--- src/rtl/alu_serial_adder_seq.sv ---
// ============================================================================
// alu_serial_adder_seq
//
// Multi-cycle add/subtract sequencer built around a 2-bit full-adder slice.
// A WIDTH-bit request is accepted over a valid/ready handshake. The operands
// are consumed two bits per cycle, least-significant pair first, with the
// carry chained between cycles. Sum pairs are shifted into the result
// register from the top. Result and flags are then presented over a second
// valid/ready handshake.
//
// Optional feature macro: ALU_SERIAL_FLAGS_EN
//   defined   : overflow and zero are registered and valid in DONE. zero is
//               built from a running OR of the sum pairs.
//   undefined : overflow and zero are tied to 0. result and carry_out are
//               unchanged.
//
// Parameters
//   WIDTH      operand/result width, must be even and >= 4 (default 32)
//
// Ports
//   clk        clock, rising edge
//   rst_n      asynchronous active-low reset
//   in_valid   request valid
//   in_ready   sequencer idle and able to accept a request
//   a, b       operands, sampled on the input handshake
//   sub        1 = a - b, 0 = a + b, sampled on the input handshake
//   out_valid  result valid (held until out_ready)
//   out_ready  consumer accepts the result
//   result     sum/difference modulo 2^WIDTH
//   carry_out  carry out of bit WIDTH-1 (for subtract: 1 = no borrow)
//   overflow   signed overflow (flags build only)
//   zero       result == 0 (flags build only)
// ============================================================================
module alu_serial_adder_seq #(
    parameter int unsigned WIDTH = 32
) (
    input  logic             clk,
    input  logic             rst_n,
    input  logic             in_valid,
    output logic             in_ready,
    input  logic [WIDTH-1:0] a,
    input  logic [WIDTH-1:0] b,
    input  logic             sub,
    output logic             out_valid,
    input  logic             out_ready,
    output logic [WIDTH-1:0] result,
    output logic             carry_out,
    output logic             overflow,
    output logic             zero
);

    localparam int unsigned STEPS = WIDTH / 2;
    localparam int unsigned CW    = (STEPS > 1) ? $clog2(STEPS) : 1;

    typedef enum logic [1:0] {
        ST_IDLE,
        ST_RUN,
        ST_DONE
    } state_t;

    state_t           state_q;
    logic [WIDTH-1:0] a_q;
    logic [WIDTH-1:0] b_q;
    logic             carry_q;
    logic [CW-1:0]    cnt_q;
    logic [WIDTH-1:0] res_q;
    logic             out_valid_q;

`ifdef ALU_SERIAL_FLAGS_EN
    logic             ovf_q;
    logic             zero_q;
    logic             zacc_q;
`endif

    // 2-bit slice: c1_d is the carry between the two bit positions, which on
    // the final step is the carry into the MSB.
    logic             s0_d;
    logic             s1_d;
    logic             c1_d;
    logic             c2_d;
    logic             last_step;

    always_comb begin
        s0_d = a_q[0] ^ b_q[0] ^ carry_q;
        c1_d = (a_q[0] & b_q[0]) | (carry_q & (a_q[0] ^ b_q[0]));
        s1_d = a_q[1] ^ b_q[1] ^ c1_d;
        c2_d = (a_q[1] & b_q[1]) | (c1_d & (a_q[1] ^ b_q[1]));
    end

    assign last_step = (cnt_q == CW'(STEPS - 1));

    always_ff @(posedge clk or negedge rst_n) begin
        if (!rst_n) begin
            state_q     <= ST_IDLE;
            a_q         <= '0;
            b_q         <= '0;
            carry_q     <= 1'b0;
            cnt_q       <= '0;
            res_q       <= '0;
            out_valid_q <= 1'b0;
`ifdef ALU_SERIAL_FLAGS_EN
            ovf_q       <= 1'b0;
            zero_q      <= 1'b0;
            zacc_q      <= 1'b0;
`endif
        end else begin
            case (state_q)
                ST_IDLE: begin
                    if (in_valid) begin
                        // Subtract as a + ~b + 1: invert b here, inject the +1
                        // as the initial carry.
                        a_q     <= a;
                        b_q     <= b ^ {WIDTH{sub}};
                        carry_q <= sub;
                        cnt_q   <= '0;
                        state_q <= ST_RUN;
`ifdef ALU_SERIAL_FLAGS_EN
                        zacc_q  <= 1'b0;
`endif
                    end
                end
                ST_RUN: begin
                    a_q     <= a_q >> 2;
                    b_q     <= b_q >> 2;
                    carry_q <= c2_d;
                    res_q   <= {s1_d, s0_d, res_q[WIDTH-1:2]};
                    // Terminal count wraps to 0 on the way into DONE.
                    cnt_q   <= cnt_q + CW'(1);
`ifdef ALU_SERIAL_FLAGS_EN
                    zacc_q  <= zacc_q | s0_d | s1_d;
`endif
                    if (last_step) begin
                        state_q     <= ST_DONE;
                        out_valid_q <= 1'b1;
`ifdef ALU_SERIAL_FLAGS_EN
                        ovf_q       <= c1_d ^ c2_d;
                        zero_q      <= ~(zacc_q | s0_d | s1_d);
`endif
                    end
                end
                ST_DONE: begin
                    if (out_ready) begin
                        out_valid_q <= 1'b0;
                        state_q     <= ST_IDLE;
                    end
                end
                default: begin
                    state_q     <= ST_IDLE;
                    out_valid_q <= 1'b0;
                end
            endcase
        end
    end

    assign in_ready  = (state_q == ST_IDLE);
    assign out_valid = out_valid_q;
    assign result    = res_q;
    assign carry_out = carry_q;

`ifdef ALU_SERIAL_FLAGS_EN
    assign overflow  = ovf_q;
    assign zero      = zero_q;
`else
    assign overflow  = 1'b0;
    assign zero      = 1'b0;
`endif

endmodule

--- config.mk ---
export PLATFORM = sky130hd
export DESIGN_NAME = alu_serial_adder_seq
export DESIGN_NICKNAME = d
export VERILOG_FILES = /design/src/rtl/alu_serial_adder_seq.sv
export SDC_FILE = /design/constraint.sdc
export NUM_CORES = 1
export LEC_CHECK = 0
export ABC_AREA = 1
export CAP_MARGIN = 20
export CORE_ASPECT_RATIO = 2
export CORE_MARGIN = 1.5
export CORE_UTILIZATION = 27
export CTS_BUF_LIST = sky130_fd_sc_hd__clkbuf_2
export DETAILED_ROUTE_END_ITERATION = 12
export REMOVE_ABC_BUFFERS = 1
export SYNTH_ARGS = -nofsm -noshare
export SYNTH_HDL_FRONTEND = slang
export SYNTH_SLANG_ARGS = --single-unit
--- constraint.sdc ---
create_clock -name clk -period 2 [get_ports clk]
set_input_delay 0.2 -clock clk [delete_from_list [all_inputs] [get_ports clk]]
set_output_delay 0.2 -clock clk [all_outputs]
set_load 0.005 [all_outputs]
# After elaboration in Yosys (flattened, before gate mapping)

Cells that the tools add are included.

Register bits: 104
Bits of input ports: 69
Output and inout port bits: 37
Word-level logic and storage cells: 46

Add/subtract/negate cells: 1
Eq/ne operators: 6
Multiplexer cells: 15
Bitwise gates (word level): 12
Reduce and logical (&&, ||, !) cells: 5

Operator list:

| operator                                      | count |
|---|---|
| case mux 32 bit (2 select lines)              | 2 |
| 2-to-1 mux 32 bit                             | 2 |
| XOR 32 bit                                    | 1 |
| case mux 4 bit (2 select lines)               | 1 |
| 2-to-1 mux 2 bit                              | 3 |
| != test 2 bit, second input constant          | 3 |
| case mux 2 bit (3 select lines)               | 1 |
| AND reduction 3 bit                           | 2 |
| adder 4 x 1 -> 4 bit, second input constant   | 1 |
| AND 1 bit                                     | 4 |
| == test 4 bit, second input constant          | 1 |
| 2-to-1 mux 4 bit                              | 1 |
| XOR 1 bit                                     | 4 |
| 2-to-1 mux 1 bit                              | 3 |
| case mux 1 bit (3 select lines)               | 1 |
| == test 2 x 1 -> 1 bit, second input constant | 1 |
| == test 2 bit, second input constant          | 1 |
| zero test 2 bit                               | 1 |
| bitwise OR 1 bit                              | 2 |
| case mux 1 bit (2 select lines)               | 1 |
| AND reduction 2 bit                           | 1 |
| nonzero test 2 bit                            | 1 |
| inverter 1 bit                                | 1 |

# Longest topological paths before layout

Gate-level depths: netlist (run 1).

Depth in word-level cells: 6
Mapped depth: 7
Gate-level depth less buffers: 5

# Worst setup path before layout (run 1)

Ideal clock, no wire load.

Kind: reg2reg
Start point: register carry_q, in the netlist carry_out
End point: register carry_q, in the netlist carry_out
Library setup time: 0.068 ns
Arrival time: 1.475 ns
Required time: 1.932 ns
Slack: 0.456 ns
Stages on the path, launching flop included: 6
Path buffers: 0
Period minus slack after synthesis: 1.544 ns
Path through: dfrtp_1 inv_1 fa_1 fa_1 or2_1 nand3_1

Word-level cells in the longest chain between the ends: 5

Ends and longest elaborated chain:

| item                            | RTL line | source |
|---|---|---|
| from (decl)                     | 64       | `logic carry_q;` |
| from (signal assigned)          | 114      | `carry_q <= sub;` |
| AND 1 bit                       | 85       | `c1_d = (a_q[0] & b_q[0]) \| (carry_q & (a_q[0] ^ b_q[0]));` |
| bitwise OR 1 bit                | 85       |  |
| AND 1 bit                       | 87       | `c2_d = (a_q[1] & b_q[1]) \| (c1_d & (a_q[1] ^ b_q[1]));` |
| bitwise OR 1 bit                | 87       |  |
| case mux 1 bit (2 select lines) | 107      | `case (state_q)` |

No other way between the ends.
A chain may end at the register's enable or synchronous reset.

# Final worst setup path (run 1)

Start point: register res_q[23], in the netlist result[23]
End point: output port result[23]

RTL lines:

| item                   | RTL line | source |
|---|---|---|
| from (decl)            | 66       | `logic [WIDTH-1:0] res_q;` |
| from (signal assigned) | 126      | `res_q <= {s1_d, s0_d, res_q[WIDTH-1:2]};` |
| to (decl)              | 46       | `output logic [WIDTH-1:0] result,` |

No word-level cell between the ends.

==> impl_metrics.ini, run 1 <==
[finish]
area_growth_pct = 26.9
fin_area_sq_um = 6360
drive_above_1_share_pct = 5.02
fin_util_pct = 34.9
finalNetCount = 804

[floorplan]
die_w_um = 99.3
coreArea_sq_um = 18200
die-area_sq_um = 19400
die_y_um = 196
io_pins = 106
rows = 70
start_util_pct = 27.5

[power]
finalPower_mw = 7.79
p_leak_nw = 3.11
powerDensity_nw_per_um2 = 1220
peakVddDrop_v = 0.000729

[placed_design]
gp_congestion = 0.728
port_buffers = 103
dp_hpwl_mm = 7.91
placed_area_sq_um = 6210

[drt]
wl_met2_mm = 6.30
top_layer = met4
drtAntennaViolNets = 0
wl_per_cell_um = 12.7
detail_route.iter0.violations = 179
met1_length_mm = 5.25
drtPass1Iterations = 4
vias = 4315
drc = 0
via_per_inst = 4.52
wl_met3_um = 317
wirelength_mm = 12.2

[yosys]
ys.flop_type = dfrtp_1
synth_commonest_cells = nand2_1 (258), nand3_1 (132), dfrtp_1 (104)
yosys.area.top_type = dfrtp_1
yosys_warnings = 0
netlist_instances = 644
synth.area.top_cells = dfrtp_1 (52%), nand2_1 (19%), nand3_1 (13%)
ys_types = 25
synth_top_cell_area_share_pct = 51.9
synth-edff-count = 0
yosysSeqAreaShare_pct = 51.9
yosys_register_bits = 104
synth_most_common_cell = nand2_1
syn_area_per_cell_sq_um = 7.78
async_reset_ff_share_pct = 100
netlist_area_sq_um = 5010

[clock_network]
cts_buffers = 9
cts.sinks = 104
htree_levels = 3
cts_root_buf = clkbuf_2
clock_latency_ns = 0.61
cts_max_path_buffers = 2
cts_tree = done
path_clk_slew_ns = 0.26

[critical_path]
crit_slowest_cell = clkdlybuf4s50_1
worstSetupPathType = flip-flop to output pin
crit_cells = 1
r2r_end = carry_out
path_cells = clkdlybuf4s50_1
worstReg2RegStart = carry_out
critical_path.top_delay_family = buffers and inverters
crit_required_ns = 1.80
critical-path-max-stage-delay_ns = 0.52
rrSetupSlack_ns = 0.38
arrival_ns = 1.59
setup.worst_path.end = result[23]
worstSetupEndpointType = output pin
startpoint = result[23]
reg2reg_depth = 5
cp_max_fo = 3
cp_num_buf_inv = 1
critPathLaunchType = flip-flop

[sta]
drv_slew = 0
grt_setup_unrepaired = no
period_needed_ns = 1.79
max_slew_margin_pct = 64.3
setup_viol_count_final = 0
timing.final.crit_share_pct = 89.4
finalSetupTns_ns = 0
clock.fmax_ghz = 0.559
hold_viol = 0
worstMarginPinSlew_ns = 0.535
skew_ns = 0.0410
hold_ws_ns = 0.0819

[global_route]
grt_overflow = 0
grt_pass1_vias = 4153
antenna_found_initial = 1
grt_first_pass_wirelength_mm = 20.5
grt.total_usage_pct = 13.2
grt_max_degree = 62

[worst_hold_path]
hold_class = input port to async pin

[flow_run]
maxCapViolations = 0

[status]
outcome = finished clean
## area by class of cell
class	count	area, sq um
antenna	1	2.50
clock buffer	12	60.1
clock inverter	4	45.0
fill	1948	11900
inverter	55	210
multi-input combinational	443	1950
sequential	104	2600
tap	216	270
timing repair buffer	119	1220
## per-layer routing
layer / track usage [%] / vias to the layer above
met1: 15.8 / 2025
met2: 23.1 / 75
met5: 0 / -
met4: 6.00 / 0
li1: - / 2201
met3: 1.72 / 14
## where the power goes
part | internal, mW | total [mW] | leakage [nW] | switching, mW
combinational | 1.53 | 3.31 | 1.70 | 1.78
sequential | 2.98 | 3.49 | 1.34 | 0.507
clock | 0.295 | 0.986 | 0.0673 | 0.690
total | 4.81 | 7.79 | 3.11 | 2.98
## cell usage in the layout (no fill, tap or decap), types with 2 or more instances in the layout
cell type	n
nand3_1	132
xnor2_1	2
conb_1	2
buf_12	5
fa_1	2
inv_1	52
clkdlybuf4s50_1	101
buf_4	11
nand2_1	258
nor2_1	2
nand2_2	2
o21ai_0	28
dfrtp_1	104
o21ai_1	7
clkinv_1	2
clkbuf_2	12
## sequential cells by signal (all words and copies together), names as in the netlist
register / count
cnt_q: 4
b_q: 32
state_q: 2
a_q: 32
carry_out: 1
result: 32
out_valid: 1
## per-stage QoR
stage / setup WS (ns) / instances
2_1_floorplan: -0.135 / 602
3_3_place_gp: 0.452 / 933
3_5_place_dp: 0.422 / 933
4_1_cts: 0.00230 / 952
5_1_grt: 0.103 / 954
6_report: 0.212 / 954
## worst min-delay path by stage
| stage | slack, ns | depth (start not counted) | from | endpoint |
|---|---|---|---|---|
| 2_1_floorplan | -0.1 | 0 | rst_n | a_q[0] |
| 3_3_place_gp | 0.22 | 1 | rst_n | result[9] |
| 3_5_place_dp | 0.23 | 1 | rst_n | result[9] |
| 4_1_cts | 0.03 | 3 | a[31] | a_q[31] |
| 5_1_grt | 0.07 | 2 | rst_n | b_q[9] |
| 6_report | 0.08 | 2 | rst_n | result[11] |
## repair_timing
action / 4_1_cts / 5_1_grt
gates resized for setup: 1 / 1
setup endpoints to repair: 1 / 1
hold endpoints to repair: 104 / 0
gates cloned: 0 / 0
setup buffers: 2 / 1
hold buffers: 1 / 0
## cells by family after synthesis
| kind of cell | after synthesis | synth area share (%) |
|---|---|---|
| AOI/OAI and AO/OA | 38 | 3.90 |
| xor gates and xnor gates | 2 | 0.350 |
| adders and majority gates | 3 | 1.05 |
| buffers and inverters | 98 | 9.22 |
| DFF | 104 | 51.9 |
| other | 1 | 0.0749 |
| and+or+nand+nor | 398 | 33.5 |
Note: power is estimated with default switching activity, not from simulation.
==> run 2: changes to the inputs <==
- CAP_MARGIN: 20 -> 5
==> results of run 2 <==
No change in the layout: final DEF, timing and power equal those of run 1.
